## src/rtl/commit_trace_buf.sv

```systemverilog
// Commit-trace capture FIFO: turns retired-count advances into {seq, pc, inst} records.
// Optional COMMIT_TRACE_NOP_FILTER_EN suppresses records for the canonical nop (32'h00000013).
module commit_trace_buf #(
    parameter int DEPTH = 16,
    parameter int SEQ_W = 16
) (
    input  logic                     clock,
    input  logic                     reset,
    input  logic [63:0]              pc_i,
    input  logic [31:0]              inst_i,
    input  logic [63:0]              nr_insts_i,
    input  logic                     flush_i,
    output logic                     out_valid_o,
    input  logic                     out_ready_i,
    output logic [SEQ_W-1:0]         out_seq_o,
    output logic [63:0]              out_pc_o,
    output logic [31:0]              out_inst_o,
    output logic [$clog2(DEPTH):0]   count_o,
    output logic [15:0]              drop_cnt_o,
    output logic                     overflow_o,
    output logic                     gap_o
);

    localparam int IDX_W = $clog2(DEPTH);
    localparam int PTR_W = IDX_W + 1;
    localparam logic [PTR_W-1:0] PTR_ONE = PTR_W'(1);
    localparam logic [31:0] NOP_INST = 32'h00000013;

    typedef struct packed {
        logic [SEQ_W-1:0] seq;
        logic [63:0]      pc;
        logic [31:0]      inst;
    } rec_t;

    rec_t             mem [DEPTH];
    logic [PTR_W-1:0] wr_ptr_q, wr_ptr_d;
    logic [PTR_W-1:0] rd_ptr_q, rd_ptr_d;
    logic [PTR_W-1:0] count_q, count_d;
    logic [63:0]      prev_cnt_q, prev_cnt_d;
    logic [15:0]      drop_cnt_q, drop_cnt_d;
    logic             overflow_q, overflow_d;
    logic             gap_q, gap_d;

    logic             empty, full, pop, push_req, push_ok, drop, commit_evt, gap_evt, is_nop;
    logic [63:0]      delta;
    rec_t             head, new_rec;

    assign empty = (wr_ptr_q == rd_ptr_q);
    assign full  = (wr_ptr_q == {~rd_ptr_q[PTR_W-1], rd_ptr_q[IDX_W-1:0]});
    assign head  = mem[rd_ptr_q[IDX_W-1:0]];

    assign delta      = nr_insts_i - prev_cnt_q;
    assign commit_evt = (nr_insts_i != prev_cnt_q);
    assign gap_evt    = (delta > 64'd1);

`ifdef COMMIT_TRACE_NOP_FILTER_EN
    assign is_nop = (inst_i == NOP_INST);
`else
    assign is_nop = 1'b0;
`endif

    // A full FIFO still accepts a push when the head leaves in the same cycle.
    assign pop      = !empty && out_ready_i && !flush_i;
    assign push_req = commit_evt && !is_nop && !flush_i;
    assign push_ok  = push_req && (!full || pop);
    assign drop     = push_req && !push_ok;

    assign new_rec = '{seq: nr_insts_i[SEQ_W-1:0], pc: pc_i, inst: inst_i};

    // NOTE: every always_comb output gets a default first so no path leaves it unassigned (no latch).
    always_comb begin
        wr_ptr_d   = wr_ptr_q;
        rd_ptr_d   = rd_ptr_q;
        count_d    = count_q;
        drop_cnt_d = drop_cnt_q;
        overflow_d = overflow_q;
        gap_d      = gap_q;
        prev_cnt_d = nr_insts_i;

        if (flush_i) begin
            wr_ptr_d   = '0;
            rd_ptr_d   = '0;
            count_d    = '0;
            drop_cnt_d = '0;
            overflow_d = 1'b0;
            gap_d      = 1'b0;
        end else begin
            if (push_ok) wr_ptr_d = wr_ptr_q + PTR_ONE;
            if (pop)     rd_ptr_d = rd_ptr_q + PTR_ONE;
            if (push_ok && !pop)      count_d = count_q + PTR_ONE;
            else if (!push_ok && pop) count_d = count_q - PTR_ONE;
            if (drop) begin
                overflow_d = 1'b1;
                if (drop_cnt_q != 16'hFFFF) drop_cnt_d = drop_cnt_q + 16'd1;
            end
            if (gap_evt) gap_d = 1'b1;
        end
    end

    // NOTE: sequential state uses non-blocking assignments so every flop samples pre-edge values.
    always_ff @(posedge clock or negedge reset) begin
        if (!reset) begin
            wr_ptr_q   <= '0;
            rd_ptr_q   <= '0;
            count_q    <= '0;
            prev_cnt_q <= '0;
            drop_cnt_q <= '0;
            overflow_q <= 1'b0;
            gap_q      <= 1'b0;
        end else begin
            wr_ptr_q   <= wr_ptr_d;
            rd_ptr_q   <= rd_ptr_d;
            count_q    <= count_d;
            prev_cnt_q <= prev_cnt_d;
            drop_cnt_q <= drop_cnt_d;
            overflow_q <= overflow_d;
            gap_q      <= gap_d;
        end
    end

    // NOTE: the storage array is not reset; pointers define validity and outputs are gated while empty.
    always_ff @(posedge clock) begin
        if (push_ok) mem[wr_ptr_q[IDX_W-1:0]] <= new_rec;
    end

    assign out_valid_o = !empty;
    assign out_seq_o   = empty ? '0 : head.seq;
    assign out_pc_o    = empty ? '0 : head.pc;
    assign out_inst_o  = empty ? '0 : head.inst;
    assign count_o     = count_q;
    assign drop_cnt_o  = drop_cnt_q;
    assign overflow_o  = overflow_q;
    assign gap_o       = gap_q;

endmodule

```

## config.mk

```make
export PLATFORM = sky130hd
export DESIGN_NAME = commit_trace_buf
export DESIGN_NICKNAME = d
export VERILOG_FILES = /design/src/rtl/commit_trace_buf.sv
export SDC_FILE = /design/constraint.sdc
export NUM_CORES = 2
export LEC_CHECK = 0
export CAP_MARGIN = 20
export CORE_MARGIN = 5
export CORE_UTILIZATION = 45
export CTS_CLUSTER_SIZE = 20
export DETAILED_ROUTE_END_ITERATION = 6
export PLACE_DENSITY_LB_ADDON = 0.1
export SKIP_CTS_REPAIR_TIMING = 1
export SLEW_MARGIN = 20
export SYNTH_ARGS = -nofsm -noshare
export SYNTH_HDL_FRONTEND = slang
export SYNTH_SLANG_ARGS = --single-unit
```

## constraint.sdc

```tcl
create_clock -name clock -period 29.4 [get_ports clock]
set_clock_uncertainty 0.2 [all_clocks]
set_input_delay 2.94 -clock clock [delete_from_list [all_inputs] [get_ports clock]]
set_output_delay 2.94 -clock clock [all_outputs]
set_load 0.02 [all_outputs]
```

; ---- Word-level counts from Yosys, hierarchy flattened
; Memories as Yosys holds them, arrays and structs flattened.
; Cells that the tools add are included.
[classes]
addsub = 6
n_lt_le_gt_ge = 1
eq_ne = 4
n_mux = 19
bitwise = 1
n_reduce_logical = 20
[op_table]
columns = op, n
row1 = "64-bit by 1-bit > comparator with 1-bit output, second input constant", 1
row2 = 16-bit 2-to-1 mux, 4
row3 = 64-bit 2-to-1 mux, 1
row4 = 64-bit inequality test, 1
row5 = 64-bit subtractor, 1
row6 = 5-bit 2-to-1 mux, 7
row7 = 32-bit 2-to-1 mux, 1
row8 = "16-bit by 1-bit adder with 16-bit output, second input constant", 1
row9 = "16-bit inequality test, second input constant", 1
row10 = "5-bit by 1-bit adder with 5-bit output, second input constant", 3
row11 = 5-bit equality test, 2
row12 = 2-bit nonzero test, 5
row13 = 1-bit logical AND, 7
row14 = 1-bit 2-to-1 mux, 6
row15 = 1-bit zero test, 5
row16 = "5-bit by 1-bit subtractor with 5-bit output, second input constant", 1
row17 = 3-bit nonzero test, 1
row18 = 2-bit AND reduction, 1
row19 = 1-bit logical OR, 1
row20 = 1-bit NOT, 1
[word_totals]
register_bits = 97
ramBits = 1792
word_cells = 59
memories = 1
[memory_table]
columns = name, words, width, rd, rd_clocked_by_memory_dff, write_ports, line_no
row1 = mem, 16, 112, 1, 0, 1, 35  ; rec_t mem [DEPTH];

; ---- Depth between registers and ports, before layout
[logic_depth]
word_depth = 11
ltp_mapped = 18
ltp_nobuf = 17

; ---- Worst setup path after synthesis
; Ideal clock, no wire load.
[synth_path]
path_kind = input port to flip-flop
start = input port nr_insts_i[57]
end = memory mem[3][0] (netlist name) (enable)
setup_ps = 719
arrival_ps = 12121
required_time_ps = 28481
path_slack_ps = 16360
path_stages = 9
path_buffers = 1
path_cell_list = ha_1 buf_4 and3_1 nand2_1 or4_1 nor3_2 nor3_1 nand2_1 nor3_1
[synth_via]
elab_chain_cells = 5
[synth_lines]
columns = element, line_no
row1 = from (decl), 11  ; input logic [63:0] nr_insts_i,
row2 = 64-bit inequality test, 53  ; assign commit_evt = (nr_insts_i != prev_cnt_q);
row3 = 1-bit logical AND, 64  ; assign push_req = commit_evt && !is_nop && !flush_i;
row4 = 1-bit logical AND, 65  ; assign push_ok = push_req && (!full || pop);
row5 = 1-bit 2-to-1 mux, 123  ; if (push_ok) mem[wr_ptr_q[IDX_W-1:0]] <= new_rec;
row6 = 1-bit 2-to-1 mux (implied by the code), 123
row7 = to (decl), 35
; Every way passes these cells.

; ---- Final worst setup path
[layout_path]
start = register rd_ptr_q[0]
end = output port out_pc_o[30]
[layout_via]
elab_chain_cells = 2
elab_cells_between_ends = 3
classes_between = eq/ne (1) / mux (1) / memory (1)
[layout_lines]
columns = element, line_no
row1 = from (decl), 37  ; logic [PTR_W-1:0] rd_ptr_q, rd_ptr_d;
row2 = from (signal assigned), 112  ; rd_ptr_q <= rd_ptr_d;
row3 = memory 16 x 112 bit / 5-bit equality test (equally long branches), --
row4 = 64-bit 2-to-1 mux (*), 128  ; assign out_pc_o = empty ? '0 : head.pc;
row5 = to (decl), 16  ; output logic [63:0] out_pc_o,
; Mark *: on every way between the ends. The rest lies on a longest branch, timed or not.

==> flow_metrics.tcl <==
set metrics [dict create \
    ir_worst_vdd_mv 0.0608 \
    num_rows 150 \
    arrival_ns 6.89 \
    cp_cell_sequence "buf_4, buf_4, buf_4, buf_4, mux4_2, mux4_2, nor2b_1, clkdlybuf4s50_1" \
    clkSlewWorstSetupHoldPaths_ns 0.06 \
    p_seq_share_pct 46.7 \
    syn-cell-area_um2 75900 \
    cts_sinks 1889 \
    clkPwrFrac_pct 35.9 \
    nFillCells 13200 \
    critPathCaptureType "primary output" \
    die_y_um 421 \
    fin_crit_sh_pct 34.1 \
    crit_type "flip-flop to primary output" \
    grt_pass1_wl_mm 268 \
    cts_buffer_depth 3 \
    grt_max_degree 157 \
    rsz0062_at_grt "no" \
    floorplan.core_area_um2 167000 \
    yosysWarnings 0 \
    first_iter_violations 3283 \
    path_common_cell "buf_4" \
    syn_inst 3625 \
    switching_power_mw 1.62 \
    cp_max_fo 43 \
    whs_ns 0.339 \
    post_drt_wl_per_cell_um 28.7 \
    synth_top_area_share_pct 70.9 \
    finalNonFillerCells 6380 \
    die_w_um 421 \
    final_util_pct 52.3 \
    slew_viol_final 0 \
    globalplace.congestion 0.842 \
    crit_path_start_kind "flip-flop" \
    switching_share_pct 25.1 \
    dp_cells 6016 \
    ys_ff_latch 1889 \
    cap_violations 0 \
    yosysSeqAreaShare_pct 74.1 \
    layout.nets 4248 \
    cts_tree "yes" \
    ys_types 83 \
    io_buffers 299 \
    ant_nets 0 \
    vias 36900 \
    fin_ws_ns 19.37 \
    drc 0 \
    design_area_um2 87600 \
    cts_buffers 196 \
    placed_area_um2 81600 \
    avgSynthCellArea_um2 20.9 \
    syn_to_final_growth_pct 15.5 \
    p_int_mw 4.85 \
    drt_pre_antenna_iters 5 \
    synth_top_cell_by_area "edfxtp_1" \
    ios 300 \
    synth_edf_count 1792 \
    dp_slack_ns 19.84 \
    track_usage_pct 20.9 \
    syn_nets 3863 \
    pwr-share-comb_pct 17.3 \
    post-dp-hpwl_mm 96.4 \
    worst_pin_slew_ns 1.07 \
    power.total_mw 6.48 \
    postSynth.asyncResetShare_pct 5.13 \
    synthTopCellsByCount "edfxtp_1 (1792), mux4_2 (560), nor2b_1 (124)" \
    die_area_um2 177000 \
    drive_above_1_share_pct 22.3 \
    final.min_clock_period_ns 10.03 \
    power_density_nw_per_um2 73.9 \
    status "finished clean" \
    ff2ff_setup_slack_ns 23.91 \
    grt_pass1_vias 39000 \
    ys.flop_type "edfxtp_1" \
    fmax_ghz 0.0997 \
    ctsHtreeMaxLevel 4 \
    antenna_found_initial 28 \
    p_leak_nw 27.5 \
    overflow 0 \
    start_util_pct 45.3 \
    slew-limit-headroom_pct 28.5 \
    hold_viol 0 \
    wirelength_mm 183 \
    worstPathRequired_ns 26.26 \
    setup_viol 0 \
    worstHoldPathType "flip-flop to flip-flop" \
    yosys-top-cells-area "edfxtp_1 (71%), mux4_2 (17%), dfrtp_1 (3.2%), ha_1 (1.2%), nor2b_1 (1.0%)" \
    root_buffer "clkbuf_16" \
    setup-tns-final_ns 0 \
    clock_latency_ns 0.81 \
    critPathSlowestCell "dfrtp_4" \
    viasPerCell 5.79 \
    yosysMostFrequentCell "edfxtp_1" \
    slowest_delay_ns 0.90 \
]
==> worst max-delay path: cells and delay by family (launching register included) <==
kind	cells	cell delay, ns
flip-flops	1	0.90
multiplexers	2	1.05
AND/OR/NAND/NOR	1	0.19
buffers and inverters	5	3.81
==> power groups by stage <==
stage	Sequential (mW)	Combinational [mW]	Clock, mW
floorplan	3.08	0.735	0
global placement	3.08	1.15	0
detailed placement	3.08	1.15	0
CTS	3.03	1.16	2.39
global route	3.03	1.21	2.50
finish	3.03	1.12	2.33
==> cell usage in the layout (no fill, tap or decap), types with 20 or more instances in the layout <==
cell type / n
clkdlybuf4s50_1: 298
clkinv_2: 29
o21ai_0: 49
nand4_1: 46
nand3_1: 20
a21oi_1: 94
clkbuf_16: 196
mux4_2: 560
nand2_1: 105
inv_1: 91
clkinv_1: 55
nor2_1: 81
clkbuf_1: 47
edfxtp_1: 1792
xnor2_1: 29
dfrtp_1: 93
buf_4: 62
nor2b_1: 123
ha_1: 72
xor2_1: 42
==> final cells by class <==
type	count	area [um2]	area share, %
diodes	7	17.5	0.0200
clock buffers	244	5090	5.81
clock inverters	113	917	1.05
inverters	91	342	0.390
multi-input cells	1464	18700	21.3
flip-flops and latches	1889	56300	64.2
well taps	2204	2760	3.15
repair buffers	368	3590	4.10
==> final timing paths <==
check                            start        endpoint  cells past startpoint
min in group asynchronous        reset  prev_cnt_q[30]                      1
min                         overflow_o      overflow_o                      2
max in group asynchronous        reset     rd_ptr_q[2]                      2
max reg2reg                rd_ptr_q[2]     mem[11][78]                      8
max                        rd_ptr_q[0]    out_pc_o[30]                      8
min reg2reg                 overflow_o      overflow_o                      2
==> registers in the layout, summed over array words and instances, names as in the netlist <==
name and count:
mem 1792, count_o 5, drop_cnt_o 16, rd_ptr_q 5, prev_cnt_q 64, wr_ptr_q 5
overflow_o 1, gap_o 1
==> logic make-up (layout without fill, tap and decap cells) <==
group	Yosys count	count (layout)	synth area share, %
flops	1889	1889	74.1
mux	569	569	16.7
simple gates	472	472	3.24
compound gates	278	278	2.39
buf+inv	272	816	1.44
fa+ha+maj	74	74	1.24
xor+xnor	71	71	0.820
other cells	0	7	0
==> metal layers <==
layer | GRT usage [%] | share of wire (%)
met1 | 28.7 | 43
met2 | 35.5 | 51
met3 | 3.17 | 4.2
met4 | 5.26 | 2.2
met5 | 0 | 0.029
Note: power is estimated with default switching activity, not from simulation.
